--- config.mk ---
export PLATFORM = sky130hd
export DESIGN_NAME = dsp_mac_seq
export DESIGN_NICKNAME = d
export VERILOG_FILES = /design/src/rtl/dsp_mac_pkg.sv /design/src/rtl/dsp_mac_tagpipe.sv /design/src/rtl/dsp_mac_seq.sv
export SDC_FILE = /design/constraint.sdc
export NUM_CORES = 1
export LEC_CHECK = 0
export ABC_AREA = 1
export CORE_MARGIN = 4
export CORE_UTILIZATION = 41
export CTS_CLUSTER_SIZE = 25
export DETAILED_ROUTE_END_ITERATION = 8
export HOLD_SLACK_MARGIN = 0.05
export PLACE_DENSITY = 0.87
export SLEW_MARGIN = 20
export SYNTH_ARGS = -nofsm -noshare
export SYNTH_HDL_FRONTEND = slang
export SYNTH_SLANG_ARGS = --single-unit
--- constraint.sdc ---
create_clock -name clk -period 2.6 [get_ports clk]
set_input_delay 0.52 -clock clk [delete_from_list [all_inputs] [get_ports clk]]
set_output_delay 0.52 -clock clk [all_outputs]
set_load 0.03 [all_outputs]
--- src/rtl/dsp_mac_pkg.sv ---
// rtl/dsp_mac_pkg.sv - shared state encoding and slice constants for the DSP48A1 MAC sequencer
package dsp_mac_pkg;

    typedef enum logic [1:0] {
        IDLE  = 2'd0,
        RUN   = 2'd1,
        DRAIN = 2'd2,
        DONE  = 2'd3
    } state_t;

    // OPMODE encodings: X=M with Z=0, Z=P or Z=C respectively
    localparam logic [7:0] OPM_FIRST = 8'h01;
    localparam logic [7:0] OPM_ACC   = 8'h09;
    localparam logic [7:0] OPM_BIAS  = 8'h0D;

    localparam int SLICE_LAT = 3;

endpackage

--- src/rtl/dsp_mac_tagpipe.sv ---
// rtl/dsp_mac_tagpipe.sv - valid/first tag pipeline that times OPMODE and CEP against the slice registers
module dsp_mac_tagpipe
    import dsp_mac_pkg::*;
(
    input  logic       clk,
    input  logic       rst_n,
    input  logic       clr,
    input  logic       acc,
    input  logic       first,
    input  logic [7:0] first_opm,
    output logic [7:0] opmode,
    output logic       cep
);

    logic v1;
    logic v2;

    // opmode register carries the "first" tag for the pair now sitting in A1/B1
    always_ff @(posedge clk or negedge rst_n) begin
        if (!rst_n) begin
            v1     <= 1'b0;
            v2     <= 1'b0;
            opmode <= 8'h00;
        end else if (clr) begin
            v1     <= 1'b0;
            v2     <= 1'b0;
            opmode <= OPM_ACC;
        end else begin
            v1     <= acc;
            v2     <= v1;
            opmode <= (acc && first) ? first_opm : OPM_ACC;
        end
    end

    assign cep = v2;

endmodule

--- src/rtl/dsp_mac_seq.sv ---
// rtl/dsp_mac_seq.sv - DSP48A1 dot-product sequencer; define DSP_MAC_BIAS_EN to add a C-port bias
module dsp_mac_seq
    import dsp_mac_pkg::*;
#(
    parameter int WIDTH_2 = 18,
    parameter int WIDTH_4 = 48,
    parameter int LEN_W   = 8
) (
    input  logic               clk,
    input  logic               rst_n,
    input  logic               start,
    input  logic [LEN_W-1:0]   cfg_len,
    input  logic               abort,
    input  logic               s_valid,
    output logic               s_ready,
    input  logic [WIDTH_2-1:0] s_a,
    input  logic [WIDTH_2-1:0] s_b,
    output logic               res_valid,
    input  logic               res_ready,
    output logic [WIDTH_4-1:0] res_data,
    output logic               busy,
    output logic [WIDTH_2-1:0] dsp_a,
    output logic [WIDTH_2-1:0] dsp_b,
    output logic [7:0]         dsp_opmode,
    output logic               dsp_cea,
    output logic               dsp_ceb,
    output logic               dsp_cem,
    output logic               dsp_ceopmode,
    output logic               dsp_cep,
    output logic               dsp_rstp,
    input  logic [WIDTH_4-1:0] dsp_p
`ifdef DSP_MAC_BIAS_EN
    ,
    input  logic [WIDTH_4-1:0] cfg_bias,
    output logic [WIDTH_4-1:0] dsp_c
`endif
);

    state_t             state;
    logic [LEN_W-1:0]   cnt;
    logic [LEN_W-1:0]   len_m1;
    logic [1:0]         drain_cnt;
    logic [WIDTH_4-1:0] res_q;
    logic               rstp_q;
    logic               accept;
    logic               first;
    logic [7:0]         first_opm;

    assign s_ready   = (state == RUN);
    assign res_valid = (state == DONE);
    assign busy      = (state != IDLE);
    assign accept    = s_valid && s_ready;
    assign first     = (cnt == '0);
    assign res_data  = res_q;
    assign dsp_rstp  = rstp_q;

    // Slice input registers may capture idle garbage; CEP gating keeps P clean
    assign dsp_a        = s_a;
    assign dsp_b        = s_b;
    assign dsp_cea      = 1'b1;
    assign dsp_ceb      = 1'b1;
    assign dsp_cem      = 1'b1;
    assign dsp_ceopmode = 1'b1;

`ifdef DSP_MAC_BIAS_EN
    logic [WIDTH_4-1:0] bias_q;

    assign first_opm = OPM_BIAS;
    assign dsp_c     = bias_q;

    always_ff @(posedge clk or negedge rst_n) begin
        if (!rst_n) begin
            bias_q <= '0;
        end else if (!abort && state == IDLE && start) begin
            bias_q <= cfg_bias;
        end
    end
`else
    assign first_opm = OPM_FIRST;
`endif

    always_ff @(posedge clk or negedge rst_n) begin
        if (!rst_n) begin
            state     <= IDLE;
            cnt       <= '0;
            len_m1    <= '0;
            drain_cnt <= '0;
            res_q     <= '0;
            rstp_q    <= 1'b0;
        end else if (abort) begin
            state     <= IDLE;
            cnt       <= '0;
            drain_cnt <= '0;
            rstp_q    <= 1'b1;
        end else begin
            rstp_q <= 1'b0;
            case (state)
                IDLE: begin
                    if (start) begin
                        cnt    <= '0;
                        len_m1 <= cfg_len - LEN_W'(1);
                        if (cfg_len == '0) begin
                            state <= DONE;
`ifdef DSP_MAC_BIAS_EN
                            res_q <= cfg_bias;
`else
                            res_q <= '0;
`endif
                        end else begin
                            state <= RUN;
                        end
                    end
                end
                RUN: begin
                    if (accept) begin
                        cnt <= cnt + LEN_W'(1);
                        if (cnt == len_m1) begin
                            state     <= DRAIN;
                            drain_cnt <= '0;
                        end
                    end
                end
                DRAIN: begin
                    // last product lands in P after the full slice latency
                    if (drain_cnt == 2'(SLICE_LAT - 1)) begin
                        state     <= DONE;
                        res_q     <= dsp_p;
                        drain_cnt <= '0;
                    end else begin
                        drain_cnt <= drain_cnt + 2'd1;
                    end
                end
                DONE: begin
                    if (res_ready) begin
                        state <= IDLE;
                    end
                end
                default: state <= IDLE;
            endcase
        end
    end

    dsp_mac_tagpipe u_tagpipe (
        .clk       (clk),
        .rst_n     (rst_n),
        .clr       (abort),
        .acc       (accept),
        .first     (first),
        .first_opm (first_opm),
        .opmode    (dsp_opmode),
        .cep       (dsp_cep)
    );

endmodule

Yosys cells after proc, flatten, opt, wreduce, memory -nomap -nowiden
Index checks and enable logic that the tools add are counted.

word-level totals
  register bits = 79
  input bits = 98
  output and inout bits = 101
  word-level logic and storage cells = 66

operators by class
  $add $sub $neg = 3
  equal/unequal tests = 13
  muxes and demuxes = 26
  bitwise operators = 1
  reduce and logical (&&, ||, !) cells = 14

operators with widths
  kind                   count
  $mux W48               3
  $pmux W48 S2           1
  $mux W8                3
  $mux W2                11
  $logic_not A8 Y1       2
  $pmux W8 S2            1
  $reduce_and A5 Y1      2
  $ne A3 B2 Y1 const B   3
  $reduce_and A3 Y1      3
  $add A8 B1 Y8 const B  1
  $eq A8 B8 Y1           1
  $mux W4                2
  $pmux W2 S4            1
  $sub A8 B1 Y8 const B  1
  $eq A2 B2 Y1 const B   3
  $ne A2 B2 Y1 const B   3
  $ne A3 B3 Y1 const B   2
  $reduce_bool A3 Y1     2
  $pmux W2 S2            1
  $reduce_bool A2 Y1     2
  $mux W1                3
  $add A2 B1 Y2 const B  1
  $eq A2 B1 Y1 const B   1
  $logic_and A1 B1 Y1    2
  2 further kinds        2

Logic depth before layout (Yosys ltp)
Gate-level depths: netlist of the first run.

  depth in word-level cells = 5
  gate-level depth with buffers = 10
  mapped depth without buffers = 10

Modules after synthesis
A second synthesis of the first run with hierarchy kept.

second synthesis, totals
  cell total of the unflattened synthesis = 485
  area, all modules = 4,065.1 µm²

modules (own cells, without submodules)
  module           instances  cells an instance  area an instance (µm²)  sequential area each (µm²)
  dsp_mac_seq      1          452                3,728.6                 1,726.7
  dsp_mac_tagpipe  1          33                 336.6                   250.2

Worst setup path after synthesis of the first run
Ideal clock, no wire load.

  path kind = reg2reg
  start = reg state[1]
  end = reg cnt[6]
  setup time = 119 ps
  arrival = 1,592 ps
  required time = 2,481 ps
  path slack = 889 ps
  cell stages (with the launch flop) = 10
  buffers on the path = 0
  cell sequence = dfrtp_1 > inv_1 > ha_1 > o21ai_0 > nand2_1 > nand2_1 > nor2_1 > nand2_1 > o21ai_1 > nor2_1

on the way
  word-level cells in the longest chain between the ends = 4
  elaborated cells between the ends (all ways) = 9

ends and longest elaborated chain
  item                         RTL line            text
  start, declared              dsp_mac_seq.sv:39   state_t state;
  start signal, assigned       dsp_mac_seq.sv:84   state <= IDLE;
  start signal, assigned       dsp_mac_seq.sv:91   state <= IDLE;
  start signal, assigned       dsp_mac_seq.sv:103  state <= DONE;
  $eq A2 B1 Y1 (*)             dsp_mac_seq.sv:49   assign s_ready = (state == RUN);
  net s_ready                  dsp_mac_seq.sv:15   output logic s_ready,
  $logic_and A1 B1 Y1          dsp_mac_seq.sv:52   assign accept = s_valid && s_ready;
  $ne A3 B2 Y1 (no line)       -
  $reduce_and A3 Y1 (no line)  -
  end signal, assigned         dsp_mac_seq.sv:116  cnt <= cnt + LEN_W'(1);
  end, declared                dsp_mac_seq.sv:40   logic [LEN_W-1:0] cnt;

Mark *: on every way through the listed nets, which the timed path passes. The rest lies on a longest branch.
A chain may end at the register's enable or synchronous reset.

Worst setup path after layout of the first run
  start = reg state[0]
  end = out busy

on the way
  word-level cells in the longest chain between the ends = 1

ends and longest elaborated chain
  item                RTL line           text
  $reduce_bool A2 Y1  dsp_mac_seq.sv:51  assign busy = (state != IDLE);
  end, declared       dsp_mac_seq.sv:21  output logic busy,

No other way between the ends.

==> results of run 1 <==
power by group through the flow:
stage / clock network, mW / logic [mW] / registers, mW
after CTS: 1.07 / 2.72 / 1.83
after global placement: 0 / 2.63 / 1.83
after floorplan: 0 / 1.02 / 2.53
after global routing: 1.13 / 2.90 / 1.89
final: 1.04 / 2.69 / 1.83
after detailed placement: 0 / 2.71 / 1.85
flip-flops by register name (all words and copies together) (netlist names):
name and flops:
drain_cnt 2, u_tagpipe.v1 1, res_data 48, state 2, len_m1 8, cnt 8, u_tagpipe.opmode 2, dsp_rstp 1
u_tagpipe.cep 1
kinds of logic (layout without fill, tap and decap cells):
group | after synthesis | count (layout) | synth area share
XOR/XNOR | 6 | 6 | 0.0140
other | 2 | 11 | 0.00201
buffers and inverters | 93 | 167 | 0.152
flip-flops | 73 | 73 | 0.488
AND/OR/NAND/NOR | 203 | 203 | 0.221
AO/OA/AOI/OAI | 70 | 70 | 0.0960
adder cells (fa/ha/maj) | 8 | 8 | 0.0267
worst paths after layout:
check,startpoint,endpoint,depth (start not counted)
min,rst_n,len_m1[4],1
min reg2reg,u_tagpipe.v1,u_tagpipe.cep,2
min in group clk,u_tagpipe.v1,u_tagpipe.cep,2
max in group asynchronous,rst_n,res_data[16],1
max,state[0],busy,4
max reg2reg,state[0],cnt[6],10
final cells by class:
cell class	count	area, um2
Clock inverter	5	104
Inverter	31	116
Fill cell	791	3900
Multi-Input combinational cell	298	1390
Sequential cell	73	1830
Clock buffer	11	131
Timing Repair Buffer	120	1200
Tap cell	108	135
routing by layer:
| metal | GRT usage | wire length (um) |
|---|---|---|
| met3 | 0.0541 | 663 |
| met5 | 0 | 0 |
| met2 | 0.277 | 4270 |
| met4 | 0.0503 | 172 |
| met1 | 0.196 | 3650 |
synthesized netlist by cell type:
cell and n:
a21oi_1 4, a22oi_1 1, a31oi_1 2, buf_2 4, buf_4 47, buf_6 5, clkbuf_1 6, conb_1 2
dfrtp_1 73, ha_1 8, inv_1 28, inv_2 3, nand2_1 153, nand3_1 18, nand4_1 2, nand4_2 1
nor2_1 18, nor2_2 2, nor3_1 2, nor3_2 1, nor3b_1 1, nor4_1 3, o21ai_0 19, o21ai_1 43
o21ai_2 1, or2_2 2, xnor2_1 4, xor2_1 2
==> out/results.tsv, run 1 <==
metric	value	unit
outcome	finished clean	
fin_ws	0.211	ns
final_common_cell	nand2_1	
ys_types	28	
worstMarginPinSlew	0.908	ns
tns	0	ns
grt_max_degree	97	
wl_per_cell	13.6	um
totalPowerFinal	5.56	mW
maxCapViolCount	0	
synth.area.top_cells	dfrtp_1, nand2_1, buf_4, o21ai_1, inv_1	
drv_slew	0	
die_y	104	um
cp_max_fo	5	
ys_seq_area_frac	0.488	
cts_buffers	9	
dpl_worst_slack	0.368	ns
cts_tree	built	
finalInstanceArea	4910	um2
drt_pass1_iterations	4	
cts_resized	0	
grt_pass1_wl	14500	um
hold_viol_final	0	
num_rows	34	
die_area	10700	um2
max_freq	0.419	GHz
layout_common_cells	nand2_1, clkdlybuf4s50_1, dfrtp_1	
post_dp_cell_area	4670	um2
power_density	1130	nW/um2
routabilityCongestion	0.826	
pwr-share-clk	0.187	
stdcell_count	646	
critical_path.top_delay_family	buffers and inverters	
diodes	0	
boundaryPins	199	
ys.warnings.count	0	
p_comb_frac	0.484	
setup_violations	0	
antenna_left	0	
grt_use_total	0.163	
seq_power_share	0.329	
dp_hpwl	6570	um
worstPathCellList	inv_1 > ha_1 > inv_2 > clkdlybuf4s50_1	
skew	0.00871	ns
hold_buffers	0	
worstPathRequired	2.08	ns
wl	8760	um
period_minus_slack	2.39	ns
intPower	3.27	mW
p_sw	2.29	mW
grt_pass1_vias	3036	
core-area	8810	um2
fin_crit_sh	0.919	
cts_root_buf	clkbuf_8	
worstSetupStartpointType	flip-flop	
swShare	0.412	
cp_num_buf_inv	3	
post_cts_buffers	0	
start_util	0.425	
dp_cells	630	
yosysTopAreaCell	dfrtp_1	
nets	639	
clock-sinks	73	
p_leak	2.12	nW
num_vias	3121	
drc	0	
utilization	0.557	
drtIter0Drc	91	
yosys_register_bits	73	
port_buffers	116	
synth.avg_cell_area	8.22	um2
rsz0062_at_grt	no	
hold_slack	0.317	ns
overflow	0	
syn_inst	455	
relSlewSlack	0.395	
cts.path.max_buffers	2	
htree_levels	3	
netlist_area	3740	um2
antenna_found_initial	0	
die_w	104	um
synth_top_area_share	0.488	
peakVddDrop	646	uV
syn_to_final_growth	31.1	%
critical-path-slowest-cell	clkdlybuf4s50_1	
viasPerCell	4.83	
clk_pin_slew	0.08	ns
worst_ep_arrival_time	1.87	ns
layout-drive-gt1-share	0.0558	
max_stage_delay	0.67	ns
r2r_slack	0.63	ns
hp-class	input pin to asynchronous set/reset pin	
end_kind	output pin	
critical_path_class	flip-flop to output pin	
worst_skew_pair.late_latency	0.34	ns
Note: power is estimated with default switching activity, not from simulation.
==> run 2, diff against run 1 <==
CTS_BUF_LIST = sky130_fd_sc_hd__clkbuf_16   (was default)
PLACE_DENSITY = default   (was 0.87)
PLACE_DENSITY_LB_ADDON = 0.3   (was default)
SLEW_MARGIN = default   (was 20)
==> out/results.tsv, run 2 (synthesis gave the netlist of run 1 again) <==
metric	value	unit
outcome	finished clean	
p_leak	2.16	nW
drtIter0Drc	159	
cts.path.max_buffers	2	
setup_violations	0	
antenna_left	0	
worst_ep_arrival_time	1.88	ns
worstPathRequired	2.08	ns
clk_pin_slew	0.06	ns
relSlewSlack	0.399	
dp_hpwl	6350	um
critical_path_class	flip-flop to output pin	
htree_levels	3	
grt_max_degree	97	
largest_reg_flops	48	
num_vias	3132	
cts_tree	built	
skew	0.00507	ns
syn_to_final_growth	33.4	%
peakVddDrop	526	uV
drv_slew	0	
diodes	0	
grt_pass1_wl	14700	um
period_minus_slack	2.40	ns
worstSetupStartpointType	flip-flop	
maxCapViolCount	0	
max_freq	0.417	GHz
fin_ws	0.202	ns
dpl_worst_slack	0.361	ns
drc	0	
viasPerCell	4.85	
grt_use_total	0.166	
post_cts_buffers	0	
overflow	0	
grt_pass1_vias	3001	
die_area	10700	um2
rsz0062_at_grt	no	
tns	0	ns
worstPathCellList	inv_1 > ha_1 > inv_2 > clkdlybuf4s50_1	
antenna_found_initial	0	
cts_resized	0	
nets	639	
wl_per_cell	13.8	um
die_y	104	um
port_buffers	116	
core-area	8810	um2
clock-sinks	73	
wl	8920	um
hp-class	input pin to asynchronous set/reset pin	
final_common_cell	nand2_1	
max_stage_delay	0.68	ns
worstMarginPinSlew	0.901	ns
boundaryPins	199	
cp_num_buf_inv	3	
power_density	1170	nW/um2
start_util	0.425	
routabilityCongestion	0.854	
layout-drive-gt1-share	0.0576	
cts_root_buf	clkbuf_16	
die_w	104	um
layout_common_cells	nand2_1, clkdlybuf4s50_1, dfrtp_1	
end_kind	output pin	
worst_skew_pair.late_latency	0.33	ns
cp_max_fo	5	
drt_pass1_iterations	4	
critical-path-slowest-cell	clkdlybuf4s50_1	
num_rows	34	
fin_crit_sh	0.922	
critical_path.top_delay_family	buffers and inverters	
cts_buffers	9	
hold_viol_final	0	
hold_buffers	0	
## run 2: worst reg2reg max path, cell delays in order (launching register included)
cell and delay (ns):
dfrtp_1 0.41, inv_1 0.09, ha_1 0.27, nand2_1 0.10, o21ai_0 0.10, nand2_1 0.11
nand2_1 0.13, nor2_1 0.27, nand2_1 0.11, o21ai_1 0.13, nor2_1 0.05
## run 2: layout make-up
class / instances / area [um2]
fill: 805 / 3810
sequential: 73 / 1830
multi-input combinational: 298 / 1390
timing repair buffer: 120 / 1200
clock buffer: 9 / 225
tap: 108 / 135
inverter: 31 / 116
clock inverter: 7 / 96.3
## run 2: final timing paths
kind / start / to / slack, ns / cells after the start
setup / recovery: state[0] / busy / 0.20 / 4
hold / removal: rst_n / res_data[42] / 0.32 / 1
max in group asynchronous: rst_n / res_data[6] / 1.69 / 1
min in group clk: u_tagpipe.v1 / u_tagpipe.cep / 0.45 / 2
setup reg to reg: state[0] / cnt[6] / 0.71 / 10
hold reg to reg: u_tagpipe.v1 / u_tagpipe.cep / 0.45 / 2
## run 2: per-layer routing
metal | up-vias | global-route usage | routed length (um)
met2 | 134 | 0.255 | 4000
li1 | 1554 | - | -
met4 | 0 | 0.0560 | 48
met1 | 1433 | 0.221 | 4210
met5 | - | 0 | 0
met3 | 11 | 0.0572 | 656
## run 2: per-stage QoR
step                hold WS, ns  total power [mW]  area, um2   util  std cells
global placement          0.451              4.48       4670  0.531        630
CTS                       0.356              5.89       4990  0.567        646
detailed placement        0.447              4.54       4670  0.531        630
global route              0.414              6.19       4990  0.567        646
finish                    0.324              5.83       4990  0.567        646
floorplan                 0.224              3.56       3780      -        464
## run 2: where the power goes
| part | switching [mW] | internal [mW] |
|---|---|---|
| Combinational | 1.63 | 1.06 |
| Sequential | 0.249 | 1.57 |
| Clock | 0.472 | 0.839 |
==> run 3, diff against run 2 <==
CORE_UTILIZATION = 40   (was 41)
clock period = 2.5 ns   (was 2.6 ns; I/O delays follow)
==> out/results.tsv, run 3 (synthesis gave the netlist of run 1 again) <==
metric	value	unit
outcome	finished clean	
worstSetupStartpointType	flip-flop	
start_util	0.409	
fin_crit_sh	0.955	
dp_cells	633	
setup_violations	0	
diodes	0	
overflow	0	
hp-class	input pin to asynchronous set/reset pin	
wl	8540	um
cts.path.max_buffers	2	
clock-sinks	73	
htree_levels	3	
antenna_found_initial	0	
post_cts_buffers	0	
grt_pass1_vias	2941	
routabilityCongestion	0.876	
drtIter0Drc	105	
nets	639	
die_y	105	um
num_rows	35	
cts_tree	built	
die_area	11000	um2
worst_skew_pair.late_latency	0.32	ns
maxCapViolCount	0	
power_density	1210	nW/um2
pwr-share-clk	0.225	
p_leak	2.16	nW
worstMarginPinSlew	0.921	ns
layout_common_cells	nand2_1, clkdlybuf4s50_1, dfrtp_1	
cts_resized	0	
peakVddDrop	462	uV
cts_root_buf	clkbuf_16	
drv_slew	0	
period_minus_slack	2.39	ns
grt_pass1_wl	14400	um
drt_pass1_iterations	5	
tns	0	ns
drc	0	
clk_pin_slew	0.06	ns
p_sw	2.43	mW
seq_power_share	0.314	
antenna_left	0	
cp_max_fo	5	
relSlewSlack	0.386	
port_buffers	116	
critical_path_class	flip-flop to output pin	
hold_buffers	0	
largest_reg_flops	48	
hold_viol_final	0	
final_common_cell	nand2_1	
cts_buffers	9	
layout-drive-gt1-share	0.0595	
p_comb_frac	0.461	
stdcell_count	649	
max_freq	0.419	GHz
rsz0062_at_grt	no	
grt_use_total	0.156	
num_vias	3125	
swShare	0.402	
intPower	3.61	mW
syn_to_final_growth	33.5	%
worstPathRequired	2.00	ns
viasPerCell	4.82	
end_kind	output pin	
skew	0.00357	ns
dp_hpwl	6220	um
grt_max_degree	97	
boundaryPins	199	
die_w	105	um
wl_per_cell	13.2	um
worst_ep_arrival_time	1.89	ns
core-area	9150	um2
## run 3: layout make-up
| class | instances | area [um2] |
|---|---|---|
| fill | 839 | 4160 |
| sequential | 73 | 1830 |
| multi-input combinational | 298 | 1390 |
| timing repair buffer | 120 | 1200 |
| clock buffer | 9 | 225 |
| tap | 111 | 139 |
| inverter | 31 | 116 |
| clock inverter | 7 | 95.1 |
## run 3: through the flow
| step | cell area [um2] | utilization | worst slack, ns | hold WS [ns] | power [mW] |
|---|---|---|---|---|---|
| 2_1_floorplan | 3780 | - | 0.789 | 0.204 | 3.70 |
| 3_3_place_gp | 4680 | 0.511 | 0.334 | 0.451 | 4.67 |
| 3_5_place_dp | 4680 | 0.511 | 0.263 | 0.459 | 4.72 |
| 4_1_cts | 5000 | 0.546 | 0.104 | 0.347 | 6.10 |
| 5_1_grt | 5000 | 0.546 | 0.0263 | 0.408 | 6.41 |
| 6_report | 5000 | 0.546 | 0.112 | 0.311 | 6.04 |
## run 3: critical path: stages, from the launching register on
cell and delay [ns]:
dfrtp_1 0.42, inv_1 0.10, ha_1 0.27, inv_2 0.11, clkdlybuf4s50_1 0.67
## run 3: worst paths after layout
kind	startpoint	to	slack, ns	cells after the start
worst max-delay path	state[0]	busy	0.11	4
worst min-delay path	rst_n	res_data[34]	0.31	1
worst max register to register	state[0]	cnt[6]	0.56	10
worst min register to register	u_tagpipe.v1	u_tagpipe.cep	0.46	2
max in group asynchronous	rst_n	res_data[39]	1.58	1
min in group clk	u_tagpipe.v1	u_tagpipe.cep	0.46	2
## run 3: power groups by stage
stage / combinational [mW] / clock, mW / sequential [mW]
finish: 2.79 / 1.36 / 1.89
global route: 3.02 / 1.44 / 1.95
CTS: 2.81 / 1.40 / 1.89
detailed placement: 2.81 / 0 / 1.91
global placement: 2.77 / 0 / 1.90
floorplan: 1.06 / 0 / 2.64
## run 3: per-layer routing
metal	up-vias	wire length (um)	global-route usage
met2	130	3730	0.232
met1	1434	4040	0.221
met3	10	704	0.0525
met5	-	0	0
met4	0	66	0.0366
li1	1551	-	-
